===== src/rtl/fifo_serial_pkg.sv =====
`default_nettype none
// ============================================================================
// Module   : fifo_serial_pkg
// Brief    : Shared types and constants for the FIFO-to-serial drain.
// Revision : 1.0 - initial release
// ============================================================================
package fifo_serial_pkg;

    typedef enum logic [2:0] {
        IDLE  = 3'd0,
        REQ   = 3'd1,
        CAP   = 3'd2,
        START = 3'd3,
        DATA  = 3'd4,
        STOP  = 3'd5
    } state_e;

    localparam logic TX_IDLE    = 1'b1;
    localparam logic TX_START   = 1'b0;
    localparam int   BYTE_CNT_W = 16;

endpackage
`default_nettype wire


===== src/rtl/fifo_serial_drain_bit_tick.sv =====
`default_nettype none
// ============================================================================
// Module   : fifo_serial_drain_bit_tick
// Brief    : Bit-period counter; tick_o marks the last cycle of each bit.
// Revision : 1.0 - initial release
// ============================================================================
module fifo_serial_drain_bit_tick #(
    parameter int CLKS_PER_BIT = 4
) (
    input  logic clk_w,
    input  logic reset,
    input  logic clear_i,
    output logic tick_o
);

    localparam int               CNT_W = $clog2(CLKS_PER_BIT) + 1;
    localparam logic [CNT_W-1:0] LAST  = CNT_W'(CLKS_PER_BIT - 1);

    logic [CNT_W-1:0] cnt_q;
    logic [CNT_W-1:0] cnt_d;

    always_comb begin
        if (clear_i || (cnt_q == LAST)) begin
            cnt_d = '0;
        end else begin
            cnt_d = cnt_q + 1'b1;
        end
    end

    always_ff @(posedge clk_w or posedge reset) begin
        if (reset) begin
            cnt_q <= '0;
        end else begin
            cnt_q <= cnt_d;
        end
    end

    assign tick_o = (cnt_q == LAST);

endmodule
`default_nettype wire


===== src/rtl/fifo_serial_drain.sv =====
`default_nettype none
// ============================================================================
// Module   : fifo_serial_drain
// Brief    : Pops bytes from the FIFO read port and shifts them out as
//            asynchronous serial frames (start, data LSB first, stop).
// Revision : 1.0 - initial release
// ============================================================================
module fifo_serial_drain
    import fifo_serial_pkg::*;
#(
    parameter int DATA_W       = 8,
    parameter int CLKS_PER_BIT = 4,
    parameter int STOP_BITS    = 1
) (
    input  logic                  clk_w,
    input  logic                  reset,
    input  logic                  enable_i,
    input  logic                  fifo_empty_i,
    input  logic [DATA_W-1:0]     fifo_rdd_i,
    output logic                  fifo_rde_o,
    output logic                  tx_o,
    output logic                  busy_o,
    output logic                  byte_done_o,
    output logic [BYTE_CNT_W-1:0] byte_cnt_o
);

    // Index is shared between data bits and stop bits, so size it for both.
    localparam int IDX_W = $clog2(DATA_W + 1);

    state_e                  state_q, state_d;
    logic                    rde_q, rde_d;
    logic                    tx_q, tx_d;
    logic [DATA_W-1:0]       shift_q, shift_d;
    logic [IDX_W-1:0]        idx_q, idx_d;
    logic [BYTE_CNT_W-1:0]   cnt_q, cnt_d;

    logic                    w_tick;
    logic                    w_clear;
    logic                    w_last_data;
    logic                    w_last_stop;
    logic [DATA_W-1:0]       w_shift_nxt;

    assign w_clear     = (state_q == IDLE) || (state_q == REQ) || (state_q == CAP);
    assign w_last_data = (idx_q == IDX_W'(DATA_W - 1));
    assign w_last_stop = (state_q == STOP) && w_tick && (idx_q == IDX_W'(STOP_BITS - 1));
    assign w_shift_nxt = shift_q >> 1;

    fifo_serial_drain_bit_tick #(
        .CLKS_PER_BIT (CLKS_PER_BIT)
    ) u_bit_tick (
        .clk_w   (clk_w),
        .reset   (reset),
        .clear_i (w_clear),
        .tick_o  (w_tick)
    );

    always_ff @(posedge clk_w or posedge reset) begin
        if (reset) begin
            state_q <= IDLE;
            rde_q   <= 1'b0;
            tx_q    <= TX_IDLE;
            shift_q <= '0;
            idx_q   <= '0;
            cnt_q   <= '0;
        end else begin
            state_q <= state_d;
            rde_q   <= rde_d;
            tx_q    <= tx_d;
            shift_q <= shift_d;
            idx_q   <= idx_d;
            cnt_q   <= cnt_d;
        end
    end

    always_comb begin
        state_d = state_q;
        case (state_q)
            IDLE:    if (enable_i && !fifo_empty_i) state_d = REQ;
            REQ:     state_d = CAP;
            CAP:     state_d = START;
            START:   if (w_tick) state_d = DATA;
            DATA:    if (w_tick && w_last_data) state_d = STOP;
            STOP:    if (w_last_stop) state_d = IDLE;
            default: state_d = IDLE;
        endcase
    end

    always_comb begin
        rde_d   = 1'b0;
        tx_d    = tx_q;
        shift_d = shift_q;
        idx_d   = idx_q;
        cnt_d   = cnt_q;
        case (state_q)
            IDLE: begin
                tx_d = TX_IDLE;
                if (enable_i && !fifo_empty_i) rde_d = 1'b1;
            end
            REQ: tx_d = TX_IDLE;
            CAP: begin
                // Read data is valid this cycle, one edge after the strobe.
                shift_d = fifo_rdd_i;
                tx_d    = TX_START;
                idx_d   = '0;
            end
            START: begin
                if (w_tick) begin
                    tx_d  = shift_q[0];
                    idx_d = '0;
                end
            end
            DATA: begin
                if (w_tick) begin
                    shift_d = w_shift_nxt;
                    if (w_last_data) begin
                        tx_d  = TX_IDLE;
                        idx_d = '0;
                    end else begin
                        tx_d  = w_shift_nxt[0];
                        idx_d = idx_q + 1'b1;
                    end
                end
            end
            STOP: begin
                tx_d = TX_IDLE;
                if (w_last_stop) begin
                    cnt_d = cnt_q + 1'b1;
                    idx_d = '0;
                end else if (w_tick) begin
                    idx_d = idx_q + 1'b1;
                end
            end
            default: begin
                tx_d  = TX_IDLE;
                idx_d = '0;
            end
        endcase
    end

    assign fifo_rde_o  = rde_q;
    assign tx_o        = tx_q;
    assign busy_o      = (state_q != IDLE);
    assign byte_done_o = w_last_stop;
    assign byte_cnt_o  = cnt_q;

endmodule
`default_nettype wire


===== config.mk =====
export PLATFORM = sky130hd
export DESIGN_NAME = fifo_serial_drain
export DESIGN_NICKNAME = d
export VERILOG_FILES = /design/src/rtl/fifo_serial_pkg.sv /design/src/rtl/fifo_serial_drain_bit_tick.sv /design/src/rtl/fifo_serial_drain.sv
export SDC_FILE = /design/constraint.sdc
export NUM_CORES = 1
export LEC_CHECK = 0
export BUFFER_PORTS_ARGS = -buffer_cell sky130_fd_sc_hd__buf_4
export CAP_MARGIN = 5
export CELL_PAD_IN_SITES_DETAIL_PLACEMENT = 0
export CELL_PAD_IN_SITES_GLOBAL_PLACEMENT = 2
export CORE_MARGIN = 2
export CORE_UTILIZATION = 37
export DETAILED_ROUTE_END_ITERATION = 8
export MAX_ROUTING_LAYER = met4
export PLACE_DENSITY = 0.89
export SLEW_MARGIN = 20
export SYNTH_ARGS = -nofsm -noshare
export SYNTH_HDL_FRONTEND = slang
export SYNTH_SLANG_ARGS = --single-unit
export TNS_END_PERCENT = 20

===== constraint.sdc =====
create_clock -name clk_w -period 5.1 [get_ports clk_w]
set_input_delay 1.02 -clock clk_w [delete_from_list [all_inputs] [get_ports clk_w]]
set_output_delay 1.02 -clock clk_w [all_outputs]
set_load 0.1 [all_outputs]

* Word-level counts from Yosys, hierarchy flattened *
Index checks and enable logic that the tools add are counted.

storage, ports and cells
  bits in registers = 36
  bits in latches = 0
  memory bits (writable) = 0
  memory bits (read-only) = 0
  bits of input ports = 12
  logic and storage cells = 62
  memories kept = 0

operators by class
  add/sub/neg operators = 3
  $mul = 0
  divide/modulo/power cells = 0
  order comparisons = 0
  equality and inequality tests = 13
  shifts and indexed selects = 0
  muxes and demuxes = 20
  bitwise gates (word level) = 1
  reductions and logical operators = 18

operator list
  kind                     number
  $mux W4                  5
  $pmux W3 S6              1
  $add A16 B1 Y16 const B  1
  $pmux W4 S4              1
  $pmux W8 S2              1
  $mux W3                  5
  $eq A3 B2 Y1 const B     3
  $mux W8                  1
  $ne A2 B2 Y1 const B     4
  $reduce_and A4 Y1        2
  $eq A3 B3 Y1 const B     2
  $reduce_and A2 Y1        3
  $mux W1                  5
  $add A4 B1 Y4 const B    1
  $eq A4 B3 Y1 const B     1
  $logic_and A1 B1 Y1      4
  $logic_not A4 Y1         1
  $add A3 B1 Y3 const B    1
  $eq A3 B1 Y1 const B     1
  $logic_not A3 Y1         1
  $logic_or A1 B1 Y1       3
  $ne A3 B3 Y1 const B     1
  $pmux W1 S3              1
  $reduce_bool A3 Y1       1
  5 further kinds          5

* Logic depth before layout (Yosys ltp) *
Gate-level depths: netlist of the first run.

  word-level depth = 5
  gate-level depth with buffers = 7

* Modules after synthesis *
From an unflattened synthesis of the first run, not the netlist that was laid out.

unflattened totals
  cell total of the unflattened synthesis = 174
  area total of the unflattened synthesis = 1909.3 um^2

by module, submodules not included
  module                      times used  cells an instance  area each (um^2)  sequential area each (um^2)
  fifo_serial_drain           1           164                1779.2            827.0
  fifo_serial_drain_bit_tick  1           10                 130.1             75.1

* Worst setup path before layout of the first run *
OpenSTA, ideal clock, no wires.

  path kind = register to output
  start = reg u_bit_tick.cnt_q[0]
  end = out byte_done_o
  arrival = 2327 ps
  required time = 4080 ps
  slack = 1753 ps
  stages on the path, launching flop included = 5
  path buffers = 0
  cell sequence = dfrtp_1 > ha_1 > ha_1 > nand4bb_4 > nor2_1

between the ends
  longest elaborated chain between the ends = 3

RTL lines
  element                            line                              text
  start, declared                    fifo_serial_drain_bit_tick.sv:19  logic [CNT_W-1:0] cnt_q;
  start signal, assigned             fifo_serial_drain_bit_tick.sv:34  cnt_q <= cnt_d;
  $eq A3 B2 Y1                       fifo_serial_drain_bit_tick.sv:38  assign tick_o = (cnt_q == LAST);
  $logic_and A1 B1 Y1 (2 in series)  fifo_serial_drain.sv:45           assign w_last_stop = (state_q == STOP) && w_tick && (idx_q == IDX_W'(STOP_BITS - 1));
  end, declared                      fifo_serial_drain.sv:23           output logic byte_done_o,

Every way passes these cells.

* Final worst setup path of the first run *
Ends and elaborated chain as after synthesis.

==> results.md, run 1 <==
* Status: complete, no violations
* Post-route setup slack at 1.85 ns
* Primary FF master, synth: dfrtp_1
* Register bit total from synthesis at 36
* Starting Density at 0.381
* Ys async rst share at 1.00
* Final period util at 0.637
* Final setup viols at 0
* Hold Path Sink: u_bit_tick.cnt_q[0]$_DFF_PP0_
* Synth cell types at 37
* CTS buffer count at 5
* Core area at 4690 µm²
* Via count at 1406
* Switching part of the total power at 0.312
* Fin cells at 260
* Worst r2r src: u_bit_tick.cnt_q[0]$_DFF_PP0_
* HP Class: reg -> reg
* CP endpoint kind: output pin
* Comb pwr share at 0.211
* Crit Reg-Reg Endpoint: shift_q[6]$_DFFE_PP0P_
* CTS tree: yes
* Vias per cell at 5.41
* Slew margin rel. at 0.383
* Critical path's slowest cell: ha_1
* Hold path cells at 1
* Sequential power share at 0.499
* Max frequency at 0.308 GHz
* Hold Buf Count CTS at 0
* Int Power at 0.494 mW
* Worst-Margin Slew at 0.925 ns
* Row cnt at 25
* Power Density at 332 nW/µm²
* Yosys warns at 0
* Chip width at 73.5 µm
* Total grt overflow at 0
* CP max stage delay at 0.50 ns
* Clock network fraction of design power at 0.289
* N_diodes at 0
* Routed WL at 3660 µm
* Kind of critical path: reg -> out
* Critical hold path startpoint: u_bit_tick.cnt_q[0]$_DFF_PP0_
* Routability cong. at 0.907
* Initial antenna violation count at 0
* Largest net degree at the start of global routing at 37
* Net switching power at 0.224 mW
* 1st-iter DRT viols at 69
* Post-CTS Repair Setup Buffers at 0
* Peak VDD IR at 0.166 mV
* Fill cells at 440
* Die Height at 73.5 µm
* Ordered list of cells on the worst path: ha_1 > ha_1 > nand4bb_4 > nor2_1 > buf_4
* Mapped Area at 1790 µm²
* Startpoint types: flop
* Synthesis-to-layout area growth at 20.8%
* Placed Cells incl. Taps at 252
* CTS Root Buffer Type: clkbuf_8
* Die area at 5410 µm²
* Gr usage total at 0.155
* Total Neg Setup Slack at 0 ns
* Worst Path Arrival at 2.23 ns
* Hold Fails Final Rpt at 0
* Clk buf depth at 2
* Lkg Pwr at 0.979 nW
* Antenna viol nets, final at 0
* DR pass1 iterations at 4
* First-pass GRT wire length at 6240 µm
* Number of port buffers at 31
* Post-route minimum period at 3.25 ns
* I/O Pins at 32
* Gate Count Post-Synth at 172
* Final HPWL DP at 2630 µm
* RSZ-0062 raised after global routing: false
* CTS H-tree lvls at 2
* Reg clk slew, reported paths at 0.07 ns
* Number of synthesized flops with an enable pin at 0
* Vias in the first global route at 1341
* Cell mode on critical path: ha_1
* Post-Synthesis Net Count at 189
* Syn Area/Cell at 10.4 µm²
* Share of layout cells above drive strength 1 at 0.218
* Crit path required time at 4.08 ns
* CP max FO at 15
* Clock Skew at 0.00427 ns
* Worst skew pair latency at 0.29 ns
* Max_cap viols at 0
* Avg WL per Cell at 14.1 µm
* Post-cts resize count at 0
* DRC errors left at 0
* Slew Limit Fails at 0
* Seq/Total Area, Yosys at 0.504
* Worst R2R Path Depth at 6
* Final net count at 222
* Reg-to-reg setup timing slack at 2.78 ns
* # clock sinks at 36
* Pre-CTS setup slack at 2.15 ns
## cell usage after synthesis, types with 2 or more instances
library cell	n	area (µm²)
dfrtp_1	35	876
nor2_1	21	78.8
a21oi_1	15	75.1
xnor2_1	8	70.1
inv_1	7	26.3
mux2i_1	7	70.1
nand2_1	7	26.3
o21ai_0	7	35.0
xor2_1	7	61.3
nand3_1	6	30.0
buf_2	5	25.0
ha_1	5	62.6
nand4_1	5	31.3
and3_1	4	25.0
nand3b_1	4	30.0
and4_1	2	17.5
clkbuf_1	2	7.51
mux2_2	2	22.5
nand2b_1	2	12.5
nor3_1	2	10.0
nor3b_1	2	15.0
or3_1	2	12.5
## how the worst max path moves through the flow
stage / startpoint / end / slack (ns) / cells after the start
finish: u_bit_tick.cnt_q[0]$_DFF_PP0_ / byte_done_o / 1.85 / 5
global route: u_bit_tick.cnt_q[0]$_DFF_PP0_ / byte_done_o / 1.62 / 5
CTS: u_bit_tick.cnt_q[0]$_DFF_PP0_ / byte_done_o / 1.83 / 5
detailed placement: u_bit_tick.cnt_q[0]$_DFF_PP0_ / byte_done_o / 2.15 / 5
global placement: u_bit_tick.cnt_q[0]$_DFF_PP0_ / byte_done_o / 2.21 / 5
floorplan: u_bit_tick.cnt_q[0]$_DFF_PP0_ / byte_done_o / 1.75 / 4
## power groups by stage
stage | registers, mW | logic [mW] | clock network, mW
after floorplan | 0.365 | 0.116 | 0
after global placement | 0.361 | 0.147 | 0
after detailed placement | 0.363 | 0.153 | 0
after CTS | 0.358 | 0.154 | 0.215
after global routing | 0.365 | 0.170 | 0.230
final | 0.358 | 0.152 | 0.208
## critical path: cells and delay by family, from the launching register on
family        cells  cell delay, ns
buf+inv           1            0.37
flops             1            0.35
simple gates      2            0.56
fa+ha+maj         2            0.65
## registers in the layout, indices dropped and copies added, names as in the netlist
signal	flops
fifo_rde_o	1
byte_cnt_o	16
tx_o	1
state_q	3
shift_q	8
idx_q	4
u_bit_tick.cnt_q	3
## cells in the final DEF (no fill, tap or decap), drive strengths merged
| cell type | n |
|---|---|
| and3 | 4 |
| a2111oi | 1 |
| xnor2 | 8 |
| nor4 | 1 |
| nand3 | 6 |
| dfrtp | 35 |
| nand2 | 7 |
| or3 | 2 |
| nor4bb | 1 |
| o2111ai | 1 |
| o22a | 1 |
| a22oi | 1 |
| o32ai | 1 |
| mux2i | 7 |
| nand4bb | 1 |
| and4 | 2 |
| and3b | 1 |
| nand4 | 5 |
| clkbuf | 8 |
| buf | 33 |
| o311ai | 1 |
| o21bai | 1 |
| nor3b | 2 |
| dfstp | 1 |
| mux2 | 2 |
| nand3b | 4 |
| xor2 | 7 |
| or4 | 1 |
| o21ai | 7 |
| nor3 | 2 |
| nor2 | 21 |
| ha | 5 |
| a21oi | 15 |
| a21o | 1 |
| nand2b | 2 |
| a31oi | 1 |
| inv | 7 |
## per-stage QoR
step | instance area, µm² | util | hold WS, ns | power (mW)
2_1_floorplan | 1790 | - | 0.415 | 0.481
4_1_cts | 2160 | 0.461 | 0.444 | 0.727
3_5_place_dp | 2070 | 0.442 | 0.435 | 0.516
6_report | 2160 | 0.461 | 0.442 | 0.718
3_3_place_gp | 2070 | 0.442 | 0.425 | 0.508
5_1_grt | 2160 | 0.461 | 0.473 | 0.765
## kinds of logic (layout without fill, tap and decap cells)
group / count (synthesis) / in the layout / share of synthesized area
buffers and inverters: 14 / 48 / 0.0329
flip-flops: 36 / 36 / 0.504
adder cells (fa/ha/maj): 5 / 5 / 0.0350
AO/OA/AOI/OAI: 31 / 31 / 0.102
AND/OR/NAND/NOR: 62 / 62 / 0.201
XOR/XNOR: 15 / 15 / 0.0734
multiplexers: 9 / 9 / 0.0517
## final cells by class
class | count | area, µm² | area share
Sequential cell | 36 | 902 | 0.417
Tap cell | 54 | 67.6 | 0.0313
Timing Repair Buffer | 33 | 248 | 0.115
Multi-Input combinational cell | 122 | 828 | 0.383
Clock buffer | 8 | 90.1 | 0.0417
Inverter | 7 | 26.3 | 0.0122
## per-layer routing
layer / global-route usage / routed length, µm / part of all wire / vias up
li1: - / - / - / 676
met1: 0.186 / 1600 / 0.44 / 675
met2: 0.249 / 1790 / 0.49 / 48
met3: 0.0453 / 225 / 0.061 / 7
met4: 0.0545 / 47 / 0.013 / 0
met5: - / 0 / 0 / -
Power figures use the tool's default switching activity.
==> run 2, diff against run 1 <==
--- a/config.mk
+++ b/config.mk
@@ -5,15 +5,16 @@
 export SDC_FILE = /design/constraint.sdc
 export NUM_CORES = 1
 export LEC_CHECK = 0
+export ABC_AREA = 1
 export BUFFER_PORTS_ARGS = -buffer_cell sky130_fd_sc_hd__buf_4
 export CAP_MARGIN = 5
 export CELL_PAD_IN_SITES_DETAIL_PLACEMENT = 0
 export CELL_PAD_IN_SITES_GLOBAL_PLACEMENT = 2
 export CORE_MARGIN = 2
-export CORE_UTILIZATION = 37
+export CORE_UTILIZATION = 29
 export DETAILED_ROUTE_END_ITERATION = 8
 export MAX_ROUTING_LAYER = met4
-export PLACE_DENSITY = 0.89
+export PLACE_DENSITY = 0.81
 export SLEW_MARGIN = 20
 export SYNTH_ARGS = -nofsm -noshare
 export SYNTH_HDL_FRONTEND = slang
==> constraint.sdc (replaced) <==
create_clock -name clk_w -period 2.7 [get_ports clk_w]
set_input_delay 0.54 -clock clk_w [delete_from_list [all_inputs] [get_ports clk_w]]
set_output_delay 0.54 -clock clk_w [all_outputs]
set_load 0.1 [all_outputs]
==> results.md, run 2 <==
* RSZ-0062 raised after global routing: false
* Primary FF master, synth: dfrtp_1
* Post-Synthesis Net Count at 284
* Reg-to-reg setup timing slack at 0.93 ns
* Max reg flops at 16
* Clk buf depth at 2
* Simple-Gate Fraction of Synth Area at 0.333
* DRC errors left at 0
* Yosys top cell area share at 0.433
* Synth Area in Adders at 0.0309
* Worst-Margin Slew at 0.472 ns
* Most common cell after layout, fill and taps aside: nand2_1
* Delay-heaviest family, CP: adder cells
* Area leader, netlist: dfrtp_1
* Worst Path Arrival at 1.76 ns
* Final net count at 318
* Antenna viol nets, final at 0
* Kind of critical path: reg -> out
* Routability cong. at 0.784
* Slew Limit Fails at 0
* Share of layout cells above drive strength 1 at 0.166
* Routed WL at 4570 µm
* CTS tree: yes
* Final period util at 0.851
* Ordered list of cells on the worst path: ha_1 > ha_1 > nand3_1 > nor2_1 > buf_4
* # clock sinks at 36
* Synthesis-to-layout area growth at 19.4%
* N_diodes at 0
* Main combinational cell family by area after synthesis: simple AND/OR/NAND/NOR gates
* Row cnt at 30
* I/O Pins at 32
* Most numerous cell in the Yosys netlist: nand2_1
* Ys async rst share at 1.00
* Post-CTS Repair Setup Buffers at 0
* Fill cells at 720
* Total grt overflow at 0
* Crit path required time at 2.16 ns
* Power, Total at 1.96 mW
* Die area at 7670 µm²
* Worst r2r src: u_bit_tick.cnt_q[0]$_DFF_PP0_
* Core area at 6760 µm²
* DR pass1 iterations at 4
* Crit path buf inv count at 1
* Sequential cell area at 902 µm²
* CTS Root Buffer Type: clkbuf_8
* CP max FO at 6
* Lkg Pwr at 1.19 nW
* Largest cells by area after synthesis: dfrtp_1, nand2_1, nor2_1
* Die Height at 87.6 µm
* Slew margin rel. at 0.685
* CTS H-tree lvls at 2
* Startpoint types: flop
* Total Neg Setup Slack at 0 ns
* Multi-input gate area at 963 µm²
* Hold Buf Count CTS at 0
* Cell mode on critical path: ha_1
* Number of synthesized flops with an enable pin at 0
* Vias per cell at 4.67
* Mapped Area at 2020 µm²
* Gr usage total at 0.134
* Clock Skew at 0.00701 ns
* Post-cts resize count at 0
* Commonest cells after routing, fill and taps aside: nand2_1, nor2_1, dfrtp_1
* Largest net degree at the start of global routing at 37
* Starting Density at 0.300
* Initial antenna violation count at 0
* Compound-Gate Fraction of Synth Area at 0.0735
* Final setup viols at 0
* Post-route minimum period at 2.30 ns
* Gate Count Post-Synth at 267
* Max_cap viols at 0
* Peak VDD IR at 1.00 mV
* Post-synthesis mux area share at 0
* Worst skew pair latency at 0.29 ns
* Power Density at 809 nW/µm²
* CP max stage delay at 0.36 ns
* Number of port buffers at 31
* Yosys warns at 0
* Vias in the first global route at 1689
* Via count at 1780
* Chip width at 87.6 µm
* Status: complete, no violations
* Register bit total from synthesis at 36
* Seq/Total Area, Yosys at 0.446
* CTS buffer count at 5
* Commonest cells in the netlist: nand2_1, dfrtp_1, nor2_1, inv_1, nand3_1
* Synth cell types at 27
* Final HPWL DP at 3340 µm
* CP endpoint kind: output pin
* CP startpoint: u_bit_tick.cnt_q[0]$_DFF_PP0_
* Max frequency at 0.435 GHz
* First-pass GRT wire length at 7720 µm
* Reg clk slew, reported paths at 0.07 ns
* 1st-iter DRT viols at 60
* XOR/XNOR Fraction of Synth Area at 0.0389
* Syn Area/Cell at 7.58 µm²
* Avg WL per Cell at 12.0 µm
* Hold Fails Final Rpt at 0
* Critical path's slowest cell: dfrtp_1
* HP Class: in -> async
-- run 2: cell count changes in the layout (fill, tap and decap cells not counted), sizes merged, moves of 7 or more --
| cell | before | now |
|---|---|---|
| a21oi | 15 | 4 |
| inv | 7 | 28 |
| mux2i | 7 | 0 |
| nand2 | 7 | 90 |
| nand3 | 6 | 21 |
| nor2 | 21 | 37 |
-- run 2: per-stage QoR --
stage / setup WS (ns) / util / hold WS [ns] / instances / area, µm²
finish: 0.403 / 0.358 / 0.359 / 381 / 2420
global route: 0.310 / 0.358 / 0.408 / 381 / 2420
CTS: 0.400 / 0.358 / 0.386 / 381 / 2420
detailed placement: 0.726 / 0.344 / 0.423 / 374 / 2320
global placement: 0.739 / 0.344 / 0.421 / 374 / 2320
floorplan: 0.651 / - / 0.410 / 267 / 2020
-- run 2: path summary, 6_finish.rpt --
check | endpoint | depth (start not counted)
hold / removal | byte_cnt_o[14]$_DFFE_PP0P_ | 3
hold reg to reg | u_bit_tick.cnt_q[0]$_DFF_PP0_ | 1
setup reg to reg | byte_cnt_o[8]$_DFFE_PP0P_ | 7
setup / recovery | byte_done_o | 5
min in group clk_w | u_bit_tick.cnt_q[0]$_DFF_PP0_ | 1
max in group asynchronous | tx_o$_DFFE_PP1P_ | 3
-- run 2: worst min-delay path: cells and delay by family --
family	cells	cell delay (ns)
buffers and inverters	3	0.55
-- run 2: cell families (layout without fill, tap and decap cells) --
group / count (synthesis) / in the layout
compound gates: 23 / 23
xor+xnor: 9 / 9
fa+ha+maj: 5 / 5
buf+inv: 34 / 68
flops: 36 / 36
simple gates: 160 / 160
-- run 2: layout make-up --
type	instances	share of cell area
Multi-Input combinational cell	197	0.399
Sequential cell	36	0.373
Timing Repair Buffer	33	0.102
Inverter	28	0.0445
Tap cell	80	0.0414
Clock buffer	7	0.0399
-- run 2: routing by layer --
metal	track usage	vias to the layer above	share of wire
met5	-	-	0
met4	0.0573	0	0.022
met3	0.0320	10	0.049
met2	0.212	40	0.44
met1	0.164	804	0.49
li1	-	926	-
-- run 2: report_power, final --
part | internal [mW] | total, mW | switching (mW)
registers | 0.659 | 0.767 | 0.108
clock network | 0.227 | 0.424 | 0.196
logic | 0.223 | 0.764 | 0.541
==> run 3, diff against run 2 <==
--- a/config.mk
+++ b/config.mk
@@ -10,7 +10,7 @@
 export CAP_MARGIN = 5
 export CELL_PAD_IN_SITES_DETAIL_PLACEMENT = 0
 export CELL_PAD_IN_SITES_GLOBAL_PLACEMENT = 2
-export CORE_MARGIN = 2
+export CORE_ASPECT_RATIO = 1.25
 export CORE_UTILIZATION = 29
 export DETAILED_ROUTE_END_ITERATION = 8
 export MAX_ROUTING_LAYER = met4
==> results.md, run 3 (synthesized netlist as in run 2, its figures left out) <==
* Status: complete, no violations
* Most used routing layer: met2
* Avg WL per Cell at 12.0 µm
* Vias in the first global route at 1710
* Via count at 1784
* HP Class: in -> async
* Cell mode on critical path: ha_1
* M1 GR Usage at 0.162
* Chip width at 76.7 µm
* Crit Reg-Reg Endpoint: byte_cnt_o[8]$_DFFE_PP0P_
* Kind of critical path: reg -> out
* CP max FO at 6
* Delay-heaviest family, CP: adder cells
* Die area at 7320 µm²
* Vias per cell at 4.59
* Number of port buffers at 31
* Worst R2R Path Depth at 7
* Post-CTS Repair Setup Buffers at 0
* Post-route setup slack at 0.429 ns
* Most common cell after layout, fill and taps aside: nand2_1
* Clock Skew at 0.00545 ns
* CTS H-tree lvls at 2
* Critical path's slowest cell: dfrtp_1
* Total grt overflow at 0
* Die Height at 95.4 µm
* Slew margin rel. at 0.683
* CTS buffer count at 5
* I/O Pins at 32
* Hold Fails Final Rpt at 0
* Post-cts resize count at 0
* Crit path buf inv count at 1
* Gr usage total at 0.147
* Max frequency at 0.440 GHz
* Final setup viols at 0
* Pre-CTS setup slack at 0.708 ns
* # clock sinks at 36
* Final net count at 318
* Max_cap viols at 0
* Initial antenna violation count at 0
* Hold Buf Count CTS at 0
* Power Density at 798 nW/µm²
* Total Neg Setup Slack at 0 ns
* Worst skew pair latency at 0.29 ns
* Worst-Margin Slew at 0.476 ns
* DRC errors left at 0
* Final HPWL DP at 3410 µm
* Row cnt at 33
* Core area at 6650 µm²
* Starting Density at 0.305
* Worst Path Arrival at 1.73 ns
* Lkg Pwr at 1.18 nW
* CP startpoint: u_bit_tick.cnt_q[0]$_DFF_PP0_
* Max reg flops at 16
* Met2 usage at 0.265
* GR Util met3 at 0.0373
* Reg-to-reg setup timing slack at 0.93 ns
* Post-route minimum period at 2.27 ns
* Ordered list of cells on the worst path: ha_1 > ha_1 > nand3_1 > nor2_1 > buf_4
* CP endpoint kind: output pin
* DR pass1 iterations at 5
* First-pass GRT wire length at 8020 µm
* Synthesis-to-layout area growth at 19.5%
* RSZ-0062 raised after global routing: false
* Stages on the worst setup path at 5
* Antenna viol nets, final at 0
* Startpoint types: flop
* Crit path capture: byte_done_o
* Slew Limit Fails at 0
* Clk buf depth at 2
* Worst r2r src: u_bit_tick.cnt_q[0]$_DFF_PP0_
* CTS tree: yes
* Final period util at 0.841
* Routed WL at 4680 µm
* Reg clk slew, reported paths at 0.07 ns
* Share of layout cells above drive strength 1 at 0.162
* N_diodes at 0
* 1st-iter DRT viols at 63
* CP max stage delay at 0.36 ns
* Routability cong. at 0.747
* Crit path required time at 2.16 ns
* Largest net degree at the start of global routing at 37
* Commonest cells after routing, fill and taps aside: nand2_1, nor2_1, dfrtp_1
* CTS Root Buffer Type: clkbuf_8
* Peak VDD IR at 0.698 mV
[run 3: layout make-up]
class	count	area (µm²)
Fill cell	724	4230
Timing Repair Buffer	33	248
Tap cell	87	109
Sequential cell	36	902
Clock buffer	8	90.1
Inverter	28	108
Multi-Input combinational cell	197	963
[run 3: tightest hold or removal path, stage by stage]
cell and delay [ns]:
buf_4 0.11, inv_1 0.04, buf_4 0.40
[run 3: where the power goes]
part | switching [mW] | internal [mW] | total [mW]
Combinational | 0.536 | 0.222 | 0.759
Clock | 0.193 | 0.208 | 0.401
Sequential | 0.112 | 0.659 | 0.771
Total | 0.841 | 1.09 | 1.93
[run 3: through the flow]
step	util	area, µm²	power (mW)	hold slack, ns	cells
6_report	0.364	2420	1.93	0.358	389
5_1_grt	0.364	2420	2.09	0.407	389
4_1_cts	0.364	2420	1.96	0.383	389
3_5_place_dp	0.350	2330	1.55	0.440	381
3_3_place_gp	0.350	2330	1.55	0.418	381
2_1_floorplan	-	2020	1.41	0.410	267
[run 3: worst min path at each step]
stage                             startpoint                             to  slack (ns)  cells after the start
2_1_floorplan  u_bit_tick.cnt_q[0]$_DFF_PP0_  u_bit_tick.cnt_q[0]$_DFF_PP0_        0.41                      1
3_3_place_gp   u_bit_tick.cnt_q[0]$_DFF_PP0_  u_bit_tick.cnt_q[0]$_DFF_PP0_        0.42                      1
3_5_place_dp   u_bit_tick.cnt_q[0]$_DFF_PP0_  u_bit_tick.cnt_q[0]$_DFF_PP0_        0.44                      1
4_1_cts                                reset  u_bit_tick.cnt_q[0]$_DFF_PP0_        0.38                      3
5_1_grt                                reset     byte_cnt_o[10]$_DFFE_PP0P_        0.41                      3
6_report                               reset     byte_cnt_o[13]$_DFFE_PP0P_        0.36                      3
[run 3: metal layers]
metal,share of wire,up-vias
li1,-,919
met1,0.44,823
met2,0.52,40
met3,0.041,2
met4,0.0021,0
met5,0,-
